<file path="config.mk">
export PLATFORM = sky130hd
export DESIGN_NAME = fetch_stage
export DESIGN_NICKNAME = d
export VERILOG_FILES = /design/src/rtl/fetch_pkg.sv /design/src/rtl/imm_sel_decode.sv /design/src/rtl/fetch_stage.sv
export SDC_FILE = /design/constraint.sdc
export NUM_CORES = 1
export LEC_CHECK = 0
export BUFFER_PORTS_ARGS = -buffer_cell sky130_fd_sc_hd__buf_4
export CORE_MARGIN = 2
export CORE_UTILIZATION = 46
export CTS_CLUSTER_DIAMETER = 60
export DETAILED_ROUTE_END_ITERATION = 10
export PLACE_DENSITY = 0.8
export SLEW_MARGIN = 15
export SYNTH_ARGS = -nofsm -noshare
export SYNTH_HDL_FRONTEND = slang
export SYNTH_SLANG_ARGS = --single-unit
</file>
<file path="constraint.sdc">
create_clock -name clk -period 2.9 [get_ports clk]
set_input_delay 0.58 -clock clk [delete_from_list [all_inputs] [get_ports clk]]
set_output_delay 0.58 -clock clk [all_outputs]
set_load 0.03 [all_outputs]
</file>
<file path="src/rtl/fetch_pkg.sv">
// ----------------------------------------------------------------------------
// fetch_pkg
// Shared definitions for the instruction fetch stage and its neighbours:
//   - fetch FSM state encodings (IDLE / FETCH / HOLD / FAULT)
//   - RV32I major opcodes that select an immediate format
//   - immediate-select codes, shared with the immediate generator
//   - canonical NOP encoding (addi x0, x0, 0)
// ----------------------------------------------------------------------------
package fetch_pkg;

    typedef enum logic [1:0] {
        IDLE  = 2'd0,
        FETCH = 2'd1,
        HOLD  = 2'd2,
        FAULT = 2'd3
    } fetch_state_e;

    localparam logic [6:0] OP_IMM    = 7'b0010011;
    localparam logic [6:0] OP_LOAD   = 7'b0000011;
    localparam logic [6:0] OP_JALR   = 7'b1100111;
    localparam logic [6:0] OP_STORE  = 7'b0100011;
    localparam logic [6:0] OP_BRANCH = 7'b1100011;

    localparam logic [1:0] IMM_SEL_I    = 2'b00;
    localparam logic [1:0] IMM_SEL_S    = 2'b01;
    localparam logic [1:0] IMM_SEL_B    = 2'b10;
    localparam logic [1:0] IMM_SEL_ZERO = 2'b11;

    localparam logic [31:0] NOP_ENC = 32'h0000_0013;

endpackage

</file>
<file path="src/rtl/imm_sel_decode.sv">
// ----------------------------------------------------------------------------
// imm_sel_decode
// Combinational pre-decode of the major opcode into the immediate generator's
// format select.
// Ports:
//   opcode_i   [6:0]  instruction bits [6:0]
//   imm_sel_o  [1:0]  00 I-type, 01 S-type, 10 B-type, 11 zero immediate
// ----------------------------------------------------------------------------
module imm_sel_decode
    import fetch_pkg::*;
(
    input  logic [6:0] opcode_i,
    output logic [1:0] imm_sel_o
);

    always_comb begin
        imm_sel_o = IMM_SEL_ZERO;
        case (opcode_i)
            OP_IMM, OP_LOAD, OP_JALR: imm_sel_o = IMM_SEL_I;
            OP_STORE:                 imm_sel_o = IMM_SEL_S;
            OP_BRANCH:                imm_sel_o = IMM_SEL_B;
            default:                  imm_sel_o = IMM_SEL_ZERO;
        endcase
    end

endmodule

</file>
<file path="src/rtl/fetch_stage.sv">
// ----------------------------------------------------------------------------
// fetch_stage
// Instruction fetch stage: holds the PC, fetches one 32-bit word per request
// over a req/ready handshake and hands it to decode over valid/ready, together
// with its PC and a pre-decoded immediate select. Redirects (branch/jump) load
// pc = redirect_pc + redirect_imm and take priority over everything else.
//
// Optional feature macro: FETCH_MISALIGN_TRAP_EN
//   defined   : a redirect target with [1:0] != 0 enters a sticky FAULT state
//               (fetch_fault=1, no further requests, redirects ignored).
//   undefined : redirect target bits [1:0] are forced to 00; fetch_fault=0.
//
// Ports:
//   clk, rst                     clock, asynchronous active-high reset
//   imem_req / imem_addr         fetch request and address (= pc)
//   imem_ready / imem_rdata      memory accept + returned instruction word
//   if_valid / if_ready          handshake to decode
//   if_instr / if_pc / if_imm_sel  instruction, its PC, immediate select
//   redirect_valid/_pc/_imm      redirect request, base PC and immediate
//   fetch_fault                  misaligned redirect fault (sticky)
// ----------------------------------------------------------------------------
module fetch_stage
    import fetch_pkg::*;
#(
    parameter logic [31:0] RESET_PC  = 32'h0000_0000,
    parameter logic [31:0] NOP_INSTR = 32'h0000_0013
) (
    input  logic        clk,
    input  logic        rst,
    output logic        imem_req,
    output logic [31:0] imem_addr,
    input  logic        imem_ready,
    input  logic [31:0] imem_rdata,
    output logic        if_valid,
    input  logic        if_ready,
    output logic [31:0] if_instr,
    output logic [31:0] if_pc,
    output logic [1:0]  if_imm_sel,
    input  logic        redirect_valid,
    input  logic [31:0] redirect_pc,
    input  logic [31:0] redirect_imm,
    output logic        fetch_fault
);

    fetch_state_e state_q, state_d;
    logic [31:0]  pc_q, pc_d;
    logic         if_valid_q, if_valid_d;
    logic [31:0]  if_instr_q, if_instr_d;
    logic [31:0]  if_pc_q, if_pc_d;
    logic [1:0]   if_imm_sel_q, if_imm_sel_d;
    logic [1:0]   dec_sel;
    logic [31:0]  target;
    logic [31:0]  redirect_tgt;
    logic         redirect_take;
    logic         misalign;

    imm_sel_decode u_imm_sel_decode (
        .opcode_i  (imem_rdata[6:0]),
        .imm_sel_o (dec_sel)
    );

    // Carry out of the add is discarded: targets wrap modulo 2^32.
    assign target = redirect_pc + redirect_imm;

    // FAULT swallows redirects; only reset leaves it.
    assign redirect_take = redirect_valid && (state_q != FAULT);

`ifdef FETCH_MISALIGN_TRAP_EN
    logic fault_q, fault_d;
    assign misalign     = (target[1:0] != 2'b00);
    assign redirect_tgt = target;
    assign fetch_fault  = fault_q;
`else
    assign misalign     = 1'b0;
    assign redirect_tgt = target & ~32'h0000_0003;
    assign fetch_fault  = 1'b0;
`endif

    // FSM state register
    always_ff @(posedge clk or posedge rst) begin
        if (rst) begin
            state_q <= IDLE;
        end else begin
            state_q <= state_d;
        end
    end

    // FSM next-state logic
    always_comb begin
        state_d = state_q;
        if (redirect_take) begin
            state_d = misalign ? FAULT : FETCH;
        end else begin
            case (state_q)
                IDLE:    state_d = FETCH;
                FETCH:   if (imem_ready) state_d = HOLD;
                HOLD:    if (if_ready)   state_d = FETCH;
                FAULT:   state_d = FAULT;
                default: state_d = IDLE;
            endcase
        end
    end

    // FSM outputs: request is a pure decode of the registered state, so an
    // asynchronous reset drops it immediately.
    always_comb begin
        imem_req = (state_q == FETCH);
    end

    // Datapath next-state
    always_comb begin
        pc_d         = pc_q;
        if_valid_d   = if_valid_q;
        if_instr_d   = if_instr_q;
        if_pc_d      = if_pc_q;
        if_imm_sel_d = if_imm_sel_q;
`ifdef FETCH_MISALIGN_TRAP_EN
        fault_d      = fault_q;
`endif
        if (redirect_take) begin
            // Any same-cycle memory data or decode handshake is cancelled.
            if_valid_d = 1'b0;
            if_instr_d = NOP_INSTR;
`ifdef FETCH_MISALIGN_TRAP_EN
            if (misalign) begin
                fault_d = 1'b1;
            end else begin
                pc_d = redirect_tgt;
            end
`else
            pc_d = redirect_tgt;
`endif
        end else begin
            case (state_q)
                FETCH: begin
                    if (imem_ready) begin
                        if_instr_d   = imem_rdata;
                        if_pc_d      = pc_q;
                        if_imm_sel_d = dec_sel;
                        if_valid_d   = 1'b1;
                        pc_d         = pc_q + 32'd4;
                    end
                end
                HOLD: begin
                    if (if_ready) begin
                        if_valid_d = 1'b0;
                        if_instr_d = NOP_INSTR;
                    end
                end
                default: ;
            endcase
        end
    end

    always_ff @(posedge clk or posedge rst) begin
        if (rst) begin
            pc_q         <= RESET_PC;
            if_valid_q   <= 1'b0;
            if_instr_q   <= NOP_INSTR;
            if_pc_q      <= 32'h0000_0000;
            if_imm_sel_q <= IMM_SEL_ZERO;
`ifdef FETCH_MISALIGN_TRAP_EN
            fault_q      <= 1'b0;
`endif
        end else begin
            pc_q         <= pc_d;
            if_valid_q   <= if_valid_d;
            if_instr_q   <= if_instr_d;
            if_pc_q      <= if_pc_d;
            if_imm_sel_q <= if_imm_sel_d;
`ifdef FETCH_MISALIGN_TRAP_EN
            fault_q      <= fault_d;
`endif
        end
    end

    assign imem_addr  = pc_q;
    assign if_valid   = if_valid_q;
    assign if_instr   = if_instr_q;
    assign if_pc      = if_pc_q;
    assign if_imm_sel = if_imm_sel_q;

endmodule

</file>
==> results of run 1 <==
## logic make-up (layout without fill, tap and decap cells)
| logic type | after synthesis | in the layout | share of synthesized area, % |
|---|---|---|---|
| mux | 1 | 1 | 0.259 |
| compound gates | 213 | 213 | 25.2 |
| flops | 97 | 97 | 42.0 |
| xor+xnor | 24 | 24 | 3.63 |
| buf+inv | 49 | 262 | 3.50 |
| other cells | 1 | 5 | 0.0648 |
| fa+ha+maj | 31 | 31 | 6.70 |
| simple gates | 246 | 246 | 18.6 |
## cells in the mapped netlist, types with 3 or more instances
| master | instances |
|---|---|
| or3_1 | 3 |
| o22ai_1 | 7 |
| a21o_1 | 18 |
| dfrtp_1 | 92 |
| a211oi_1 | 6 |
| o21ai_1 | 4 |
| nand2b_1 | 4 |
| a221oi_1 | 4 |
| o21a_1 | 3 |
| xnor2_1 | 17 |
| o22a_1 | 4 |
| o21bai_1 | 5 |
| dfstp_2 | 5 |
| xor2_1 | 7 |
| buf_1 | 3 |
| nand2_1 | 134 |
| and3_1 | 11 |
| ha_1 | 31 |
| o221ai_1 | 4 |
| inv_1 | 9 |
| nand4_1 | 13 |
| o31ai_1 | 3 |
| a31oi_1 | 7 |
| buf_4 | 5 |
| clkbuf_1 | 32 |
| a22o_1 | 29 |
| nand3_1 | 16 |
| and2_1 | 6 |
| a21oi_1 | 55 |
| nor2_1 | 40 |
| nor3_1 | 12 |
| o21ai_0 | 39 |
## critical path: cells and delay by family
kind	cells	cell delay, ns
simple gates	2	0.21
buf+inv	2	0.28
fa+ha+maj	1	0.30
compound gates	6	1.60
## through the flow
step	area (um^2)	setup TNS [ns]	instances	hold WS, ns
2_1_floorplan	5860	0	666	0.519
3_3_place_gp	7690	-0.768	1031	0.455
3_5_place_dp	7690	-0.917	1031	0.453
4_1_cts	8000	0	1047	0.391
5_1_grt	8000	0	1047	0.425
6_report	8000	0	1047	0.380
## registers in the layout (all words and copies together), names as in the netlist
register / cells
if_imm_sel: 2
if_pc: 30
state_q: 2
imem_addr: 30
if_instr: 32
if_valid: 1
## final cells by class
type / count / area share (%)
multi-input combinational: 520 / 40.4
sequential: 97 / 30.4
timing repair buffer: 237 / 22.2
clock buffer: 14 / 3.42
tap: 168 / 2.63
inverter: 9 / 0.469
clock inverter: 2 / 0.438
## worst max-delay path by stage
| stage | end | slack (ns) |
|---|---|---|
| 6_report | imem_addr[29] | 0.15 |
| 5_1_grt | imem_addr[29] | 0.03 |
| 4_1_cts | imem_addr[29] | 0.06 |
| 3_5_place_dp | imem_addr[29] | -0.31 |
| 3_3_place_gp | imem_addr[29] | -0.27 |
| 2_1_floorplan | imem_addr[27] | 0.04 |
## power groups by stage
| stage | sequential (uW) | clock, uW | combinational, uW |
|---|---|---|---|
| global placement | 2590 | 0 | 4050 |
| detailed placement | 2640 | 0 | 4130 |
| CTS | 2620 | 1230 | 4150 |
| floorplan | 3790 | 0 | 1240 |
| global route | 2720 | 1300 | 4420 |
| finish | 2640 | 1210 | 4140 |
## layer usage
layer  up-vias  share of wire [%]  GRT usage [%]
met5         -                  0              0
met4         0                2.0           9.44
met3        33                8.6           5.45
met2       295                 48           42.6
met1      2746                 41           32.2
li1       2809                  -              -
==> out/qor.txt, run 1 <==
Slowest stage delay, CP = 0.37 ns
PnR worst setup slack = 0.152 ns
CP most frequent cell = buf_4
Worst-case clock skew = 0.00848 ns
# setup viols final = 0
Hold buffer count at cts = 0
Drt first-iter violations = 718
Actual slew at the worst max-slew pin = 0.720 ns
Core ar. = 12200 um^2
RSZ-0062 raised after global routing = no
Commonest non-fill, non-tap cell in the layout = buf_4
Post-route ant nets = 0
Critical Path Fanout Max = 3
Yosys reg bits = 97
Post-Syn Area = 5790 um^2
Wire per inst = 16.4 um
Most frequent cells in the layout = buf_4, nand2_1, dfrtp_1
Area of the multi-input gates = 3230 um^2
Area delta synth->final = 38.2%
Clock network fraction of total power = 15.1%
Share of layout cells above drive strength 1 = 31.1%
DRC = 0
Die W = 116 um
Largest net degree at the start of global routing = 60
Switching share of power = 45.6%
Sw power = 3640 uW
Worst skew pair latency = 0.34 ns
Post-DP HPWL = 13200 um
Clock-pin slew on the worst setup and hold paths = 0.07 ns
Comb pwr share = 51.8%
Hold WC Path Type = input port to asynchronous set/reset pin
PwrDens = 998 nW/um^2
Ant. Diodes = 0
Register area = 2430 um^2
Status = completed
Root Driver = clkbuf_16
Dpl ws = -0.307 ns
Worst setup path class = input port to flip-flop
Vias per inst = 5.62
Effective utilization at floorplan = 47.6%
Io pins = 202
CP Cell Sequence = buf_4 > ha_1 > nand4_1 > a21o_1 > a211o_1 > a2111oi_2 > buf_4 > nor2_1 > o311ai_2 > o41ai_1 > a41o_1
Clock sinks = 97
Post-CTS Repair Setup Buffers = 0
Post-synth EDFFs = 0
Maxcap violations = 0
CP required = 3.13 ns
Worst Path Arrival = 2.98 ns
Maximum level of the CTS H-tree = 3
Slew Limit Fails = 0
Cells on worst reg2reg path = 8
Setup crit start = redirect_pc[2]
Worst r2r src = imem_addr[11]
CTS tree = built
Layout Utilization = 65.8%
Worst R2R End = imem_addr[29]
GRT overflow = 0
GRT Total Usage = 25.3%
Via Count = 5883
Yosys warnings = 0
Clock Tree Buf Depth = 2
First-pass GRT wire length = 27500 um
Ranking of synthesized cells by area = dfrtp_1, nand2_1, ha_1
CP startpoint kind = input port
Drt total wl = 17200 um
Synth top area share = 39.8%
Setup crit end kind = flip-flop
DR pass1 iterations = 6
Max Fclk = 0.364 GHz
Fill cells = 1023
Gpl congestion = 0.939
Rel. slew slack = 52.0%
Vias in the first global route = 5672
Die Ht = 116 um
Netlist cell types = 61
Leak Pwr = 0.00388 uW
Final period utilization = 94.7%
Number of cell rows = 40
Post-synthesis sequential area ratio = 42.0%
Fraction of registers with async set/reset = 100%
Input/output buffers = 196
Syn Area/Cell = 8.75 um^2
Reg2reg setup slack = 0.37 ns
Cell taking the most area after synthesis = dfrtp_1
CTS Buf Count = 9
Peak supply drop = 432 uV
Part of the power in registers = 33.0%
Clock period minus worst slack = 2.75 ns
Max stage delay cell, worst path = o311ai_2
Resized cells post-CTS = 0
Power Internal = 4350 uW
Post-layout nets = 1006
Mapped Cells = 662
Initial antenna violation count = 0
Synth Flop Type = dfrtp_1
Final Hold Viols = 0
Tot Pwr = 7990 uW
Die area = 13500 um^2
No activity file was read; power rests on OpenSTA's default activity.
==> run 2, diff against run 1 <==
--- a/config.mk
+++ b/config.mk
@@ -6,7 +6,7 @@
 export NUM_CORES = 1
 export LEC_CHECK = 0
 export BUFFER_PORTS_ARGS = -buffer_cell sky130_fd_sc_hd__buf_4
-export CORE_MARGIN = 2
+export CORE_MARGIN = 1
 export CORE_UTILIZATION = 46
 export CTS_CLUSTER_DIAMETER = 60
 export DETAILED_ROUTE_END_ITERATION = 10
==> run 2 against run 1 <==
Combinational power about the same. Critical path depth increased by 1. Utilization about the same. Register-to-register slack worse by 0.03 ns. Worst setup slack better by 0.026 ns. Maximum frequency rose by 0.95%. Wire length down 4.5%. Worst hold slack worse by 0.0050 ns.
==> out/qor.txt, run 2 (same netlist as run 1, synthesis figures left out) <==
Die W = 114 um (-1.7%)
GRT overflow = 0 (unchanged)
Final period utilization = 93.9% (-0.89 points)
Worst skew pair latency = 0.35 ns (about the same)
Input/output buffers = 196 (unchanged)
Hold buffer count at cts = 0 (unchanged)
Commonest non-fill, non-tap cell in the layout = buf_4
Drt first-iter violations = 624 (-13%)
Hold WC Path Type = input port to asynchronous set/reset pin
Clock-pin slew on the worst setup and hold paths = 0.07 ns (about the same)
Core ar. = 12200 um^2 (unchanged)
Maximum level of the CTS H-tree = 3 (unchanged)
CTS tree = built
Fin cells = 1043 (-0.38%)
Post-route ant nets = 0 (unchanged)
Worst-case clock skew = 0.0121 ns (+0.00366 ns)
Largest net degree at the start of global routing = 43 (-28%)
Drt total wl = 16400 um (-4.5%)
Ant. Diodes = 0 (unchanged)
Io pins = 202 (unchanged)
Peak supply drop = 393 uV (-9.1%)
# setup viols final = 0 (unchanged)
Clock Tree Buf Depth = 2 (unchanged)
Area delta synth->final = 38.3% (about the same)
Reg2reg setup slack = 0.34 ns (-0.03 ns)
Die area = 13000 um^2 (-3.4%)
First-pass GRT wire length = 26600 um (-3.3%)
Vias in the first global route = 5602 (-1.2%)
Initial antenna violation count = 0 (unchanged)
Vias per inst = 5.59 (-0.49%)
Share of layout cells above drive strength 1 = 31.0% (-0.087 points)
Clock period minus worst slack = 2.72 ns (-0.0258 ns)
Dpl ws = -0.307 ns (-0.000300 ns)
Actual slew at the worst max-slew pin = 0.774 ns (+0.0538 ns)
Rel. slew slack = 48.3% (-3.7 points)
Root Driver = clkbuf_16
Largest register FFs = 32 (unchanged)
Cells on worst reg2reg path = 8 (unchanged)
Max Fclk = 0.367 GHz (+0.95%)
Effective utilization at floorplan = 47.6% (unchanged)
Critical Path Fanout Max = 3 (unchanged)
Gpl congestion = 0.919 (-2.2%)
Slew Limit Fails = 0 (unchanged)
DR pass1 iterations = 5 (-1)
Maxcap violations = 0 (unchanged)
Post-CTS Repair Setup Buffers = 0 (unchanged)
CP required = 3.11 ns (-0.02 ns)
GRT Total Usage = 25.3% (about the same)
Most frequent cells in the layout = buf_4, nand2_1, dfrtp_1
Clock sinks = 97 (unchanged)
CP startpoint kind = input port
PnR worst setup slack = 0.178 ns (+0.0258 ns)
Status = completed
Final Hold Viols = 0 (unchanged)
Setup crit start = redirect_pc[10]
PwrDens = 992 nW/um^2 (-0.60%)
Design Area, Final = 8010 um^2 (about the same)
Post-layout nets = 1002 (-0.40%)
Die Ht = 114 um (-1.7%)
CTS Buf Count = 9 (unchanged)
Post-DP HPWL = 12600 um (-4.2%)
DP Area = 7700 um^2 (about the same)
Leak Pwr = 0.00386 uW (-0.44%)
Post-Place Cells = 1027 (-0.39%)
Via Count = 5832 (-0.87%)
Worst Path Arrival = 2.93 ns (-0.05 ns)
Layout Utilization = 65.8% (about the same)
DRC = 0 (unchanged)
Wire per inst = 15.7 um (-4.2%)
Worst R2R End = imem_addr[29]
RSZ-0062 raised after global routing = no
Worst setup path class = input port to flip-flop
Number of cell rows = 40 (unchanged)
Worst r2r src = imem_addr[4]
Setup crit end kind = flip-flop
run 2: cell count changes in the layout (fill, tap and decap cells not counted), sizes merged:
cell / delta
inv: +1
clkinv: +2
buf: -4
clkinvlp: +2
clkbuf: -5
run 2: metrics by stage:
step / total power [uW] / hold WS, ns / TNS (ns)
floorplan: 5030 / 0.519 / 0
global placement: 6630 / 0.452 / -0.865
detailed placement: 6750 / 0.465 / -0.971
CTS: 7960 / 0.394 / 0
global route: 8380 / 0.431 / 0
finish: 7940 / 0.375 / 0
run 2: repair_timing:
item,CTS,global route
resized for setup,0,1
endpoints found under the setup margin,0,2
hold endpoints to repair,0,0
run 2: worst max-delay path by stage:
stage | end | slack [ns]
floorplan | imem_addr[27] | 0.04
global placement | imem_addr[29] | -0.29
detailed placement | imem_addr[29] | -0.31
CTS | imem_addr[29] | 0.06
global route | imem_addr[27] | 0.04
finish | imem_addr[31] | 0.18
run 2: area by class of cell:
type                    count  area [um^2]
well taps                 168          210
fillers                  1026         4150
inverters                   9         37.5
repair buffers            233         1790
clock inverters             7         80.1
clock buffers               9          225
multi-input cells         520         3230
flip-flops and latches     97         2430
run 2: power by group:
part	internal [uW]	switching, uW	leakage (uW)
Clock	675	519	0.000142
Combinational	1590	2540	0.00256
Sequential	2020	599	0.00116
Total	4280	3660	0.00386
run 2: worst max-delay path, stage by stage:
cell and delay (ns):
buf_4 0.12, ha_4 0.23, a21o_1 0.17, a221o_1 0.36
buf_4 0.14, a21oi_1 0.28, a2111oi_2 0.13, buf_4 0.15
nor2_1 0.18, nand2b_1 0.15, a221oi_1 0.35, a311oi_1 0.08
run 2: metal layers:
metal,vias up,track usage [%],wire (um)
met1,2725,32.3,6980
met3,30,3.81,1120
met4,0,10.1,333
met2,267,43.0,7970
met5,-,0,0
li1,2810,-,-
==> run 3, diff against run 2 <==
==> constraint.sdc (replaced) <==
create_clock -name clk -period 2.9 [get_ports clk]
set_input_delay 0.29 -clock clk [delete_from_list [all_inputs] [get_ports clk]]
set_output_delay 0.29 -clock clk [all_outputs]
set_load 0.03 [all_outputs]
==> run 3 against run 2 <==
Die area did not move. Non-clock buffer count is 12 lower. Cell area is 1.9% lower. Critical path depth is 1 lower. Via count grew 0.15%. Worst hold slack lost 0.20 ns. First-iteration DRC count grew 15%. Clock skew fell by 0.0076 ns. Sequential cell count did not move. Combinational power fell by 1%. Largest cell class unchanged.
==> out/qor.txt, run 3 (same netlist as run 1, synthesis figures left out) <==
Die Ht = 114 um (unchanged)
Root Driver = clkbuf_16
Setup crit end kind = flip-flop
Worst Path Arrival = 2.78 ns (-0.15 ns)
PnR worst setup slack = 0.344 ns (+0.166 ns)
CTS tree = built
Most frequent cells in the layout = buf_4, nand2_1, dfrtp_1
Maximum level of the CTS H-tree = 3 (unchanged)
Resized cells post-CTS = 0 (unchanged)
Clock-pin slew on the worst setup and hold paths = 0.06 ns (about the same)
Post-layout nets = 990 (-1.2%)
Commonest non-fill, non-tap cell in the layout = buf_4
CP Cell Sequence = buf_4 > ha_1 > nand4_1 > a21o_1 > a211o_1 > a2111oi_1 > buf_4 > nor2_1 > o311ai_2 > o41ai_1 > a41o_1
Max stage delay cell, worst path = o311ai_2
Peak supply drop = 416 uV (+5.9%)
Clock sinks = 97 (unchanged)
CTS Buf Count = 9 (unchanged)
Share of layout cells above drive strength 1 = 29.2% (-1.8 points)
Die W = 114 um (unchanged)
CP required = 3.13 ns (+0.02 ns)
Vias in the first global route = 5561 (-0.73%)
Top Family by Delay on Critical Path = compound AO/OA/AOI/OAI gates
Crit path buffers/inverters = 2 (-1)
Final Hold Viols = 0 (unchanged)
First-pass GRT wire length = 27400 um (+3.1%)
CP startpoint kind = input port
Drt total wl = 16700 um (+2.0%)
Vias per inst = 5.67 (+1.3%)
# setup viols final = 0 (unchanged)
Gpl congestion = 0.893 (-2.9%)
DRC = 0 (unchanged)
Max layer used = met4
Drt first-iter violations = 719 (+15%)
Number of cell rows = 40 (unchanged)
Largest net degree at the start of global routing = 60 (+40%)
Input/output buffers = 196 (unchanged)
DR WL met2 = 7910 um (-0.72%)
Max Fclk = 0.391 GHz (+6.5%)
GRT overflow = 0 (unchanged)
Slew Limit Fails = 0 (unchanged)
Hold WC Path Type = input port to flip-flop
Actual slew at the worst max-slew pin = 0.728 ns (-0.0459 ns)
Wire per inst = 16.2 um (+3.2%)
Worst setup path class = input port to flip-flop
DR WL met3 = 1300 um (+16%)
Largest register FFs = 32 (unchanged)
Clock Tree Buf Depth = 2 (unchanged)
Rel. slew slack = 51.3% (+3.1 points)
Critical Path Fanout Max = 4 (+1)
Io pins = 202 (unchanged)
Status = completed
DP Area = 7540 um^2 (-2.1%)
GRT Total Usage = 26.4% (+1.1 points)
Post-CTS Repair Setup Buffers = 0 (unchanged)
Initial antenna violation count = 0 (unchanged)
Worst-case clock skew = 0.00459 ns (-0.00755 ns)
Post-route ant nets = 0 (unchanged)
CP most frequent cell = buf_4
RSZ-0062 raised after global routing = no
Via Count = 5841 (+0.15%)
Die area = 13000 um^2 (unchanged)
Worst skew pair latency = 0.34 ns (about the same)
Maxcap violations = 0 (unchanged)
Final period utilization = 88.1% (-5.7 points)
Core ar. = 12200 um^2 (unchanged)
Area delta synth->final = 35.6%
Layout Utilization = 64.6% (-1.3 points)
Leak Pwr = 0.00381 uW (-1.4%)
Fin Hold WS = 0.178 ns (-0.197 ns)
Slowest stage delay, CP = 0.39 ns (+0.03 ns)
Setup TNS = 0 ns (unchanged)
Design Area, Final = 7850 um^2 (-1.9%)
Clock period minus worst slack = 2.56 ns (-0.166 ns)
Post-DP HPWL = 12600 um (+0.18%)
Effective utilization at floorplan = 47.6% (unchanged)
DR pass1 iterations = 5 (unchanged)
PwrDens = 1010 nW/um^2 (+1.8%)
M1 wire length = 7060 um (+1.2%)
Dpl ws = 0.0127 ns (+0.320 ns)
Ant. Diodes = 0 (unchanged)
-- run 3: layout make-up --
class,instances,area (um^2)
repair buffers,221,1690
multi-input cells,520,3180
clock inverters,4,51.3
inverters,9,36.3
well taps,168,210
flip-flops and latches,97,2430
clock buffers,12,256
fillers,1020,4310
-- run 3: path summary, 6_finish.rpt --
check / from / to / slack, ns / cells past startpoint
max in group asynchronous: rst / if_pc[25] / 1.68 / 4
worst max-delay path: redirect_pc[2] / imem_addr[29] / 0.34 / 11
worst min register to register: if_imm_sel[0] / if_imm_sel[0] / 0.46 / 2
min in group asynchronous: rst / if_instr[28] / 0.55 / 3
worst max register to register: imem_addr[4] / imem_addr[29] / 0.35 / 8
worst min-delay path: imem_rdata[16] / if_instr[16] / 0.18 / 2
-- run 3: stage by stage --
stage                     total power [uW]  std cells
after floorplan                       5030        666
after global placement                6610       1014
after detailed placement              6710       1014
after CTS                             7950       1031
after global routing                  8380       1031
final                                 7930       1031
-- run 3: repair_timing --
item	CTS	global route
endpoints found under the setup margin	0	0
endpoints found under the hold margin	6	0
hold buffers	1	0
-- run 3: power breakdown --
part	leakage [uW]	internal [uW]	switching, uW	total, uW
clock	0.000149	716	493	1210
sequential	0.00116	2020	604	2620
combinational	0.00250	1570	2530	4090
-- run 3: metal layers --
metal / global-route usage (%) / up-vias
met5: 0 / -
met2: 42.7 / 293
met1: 34.8 / 2733
met4: 10.7 / 0
met3: 5.08 / 35
li1: - / 2780
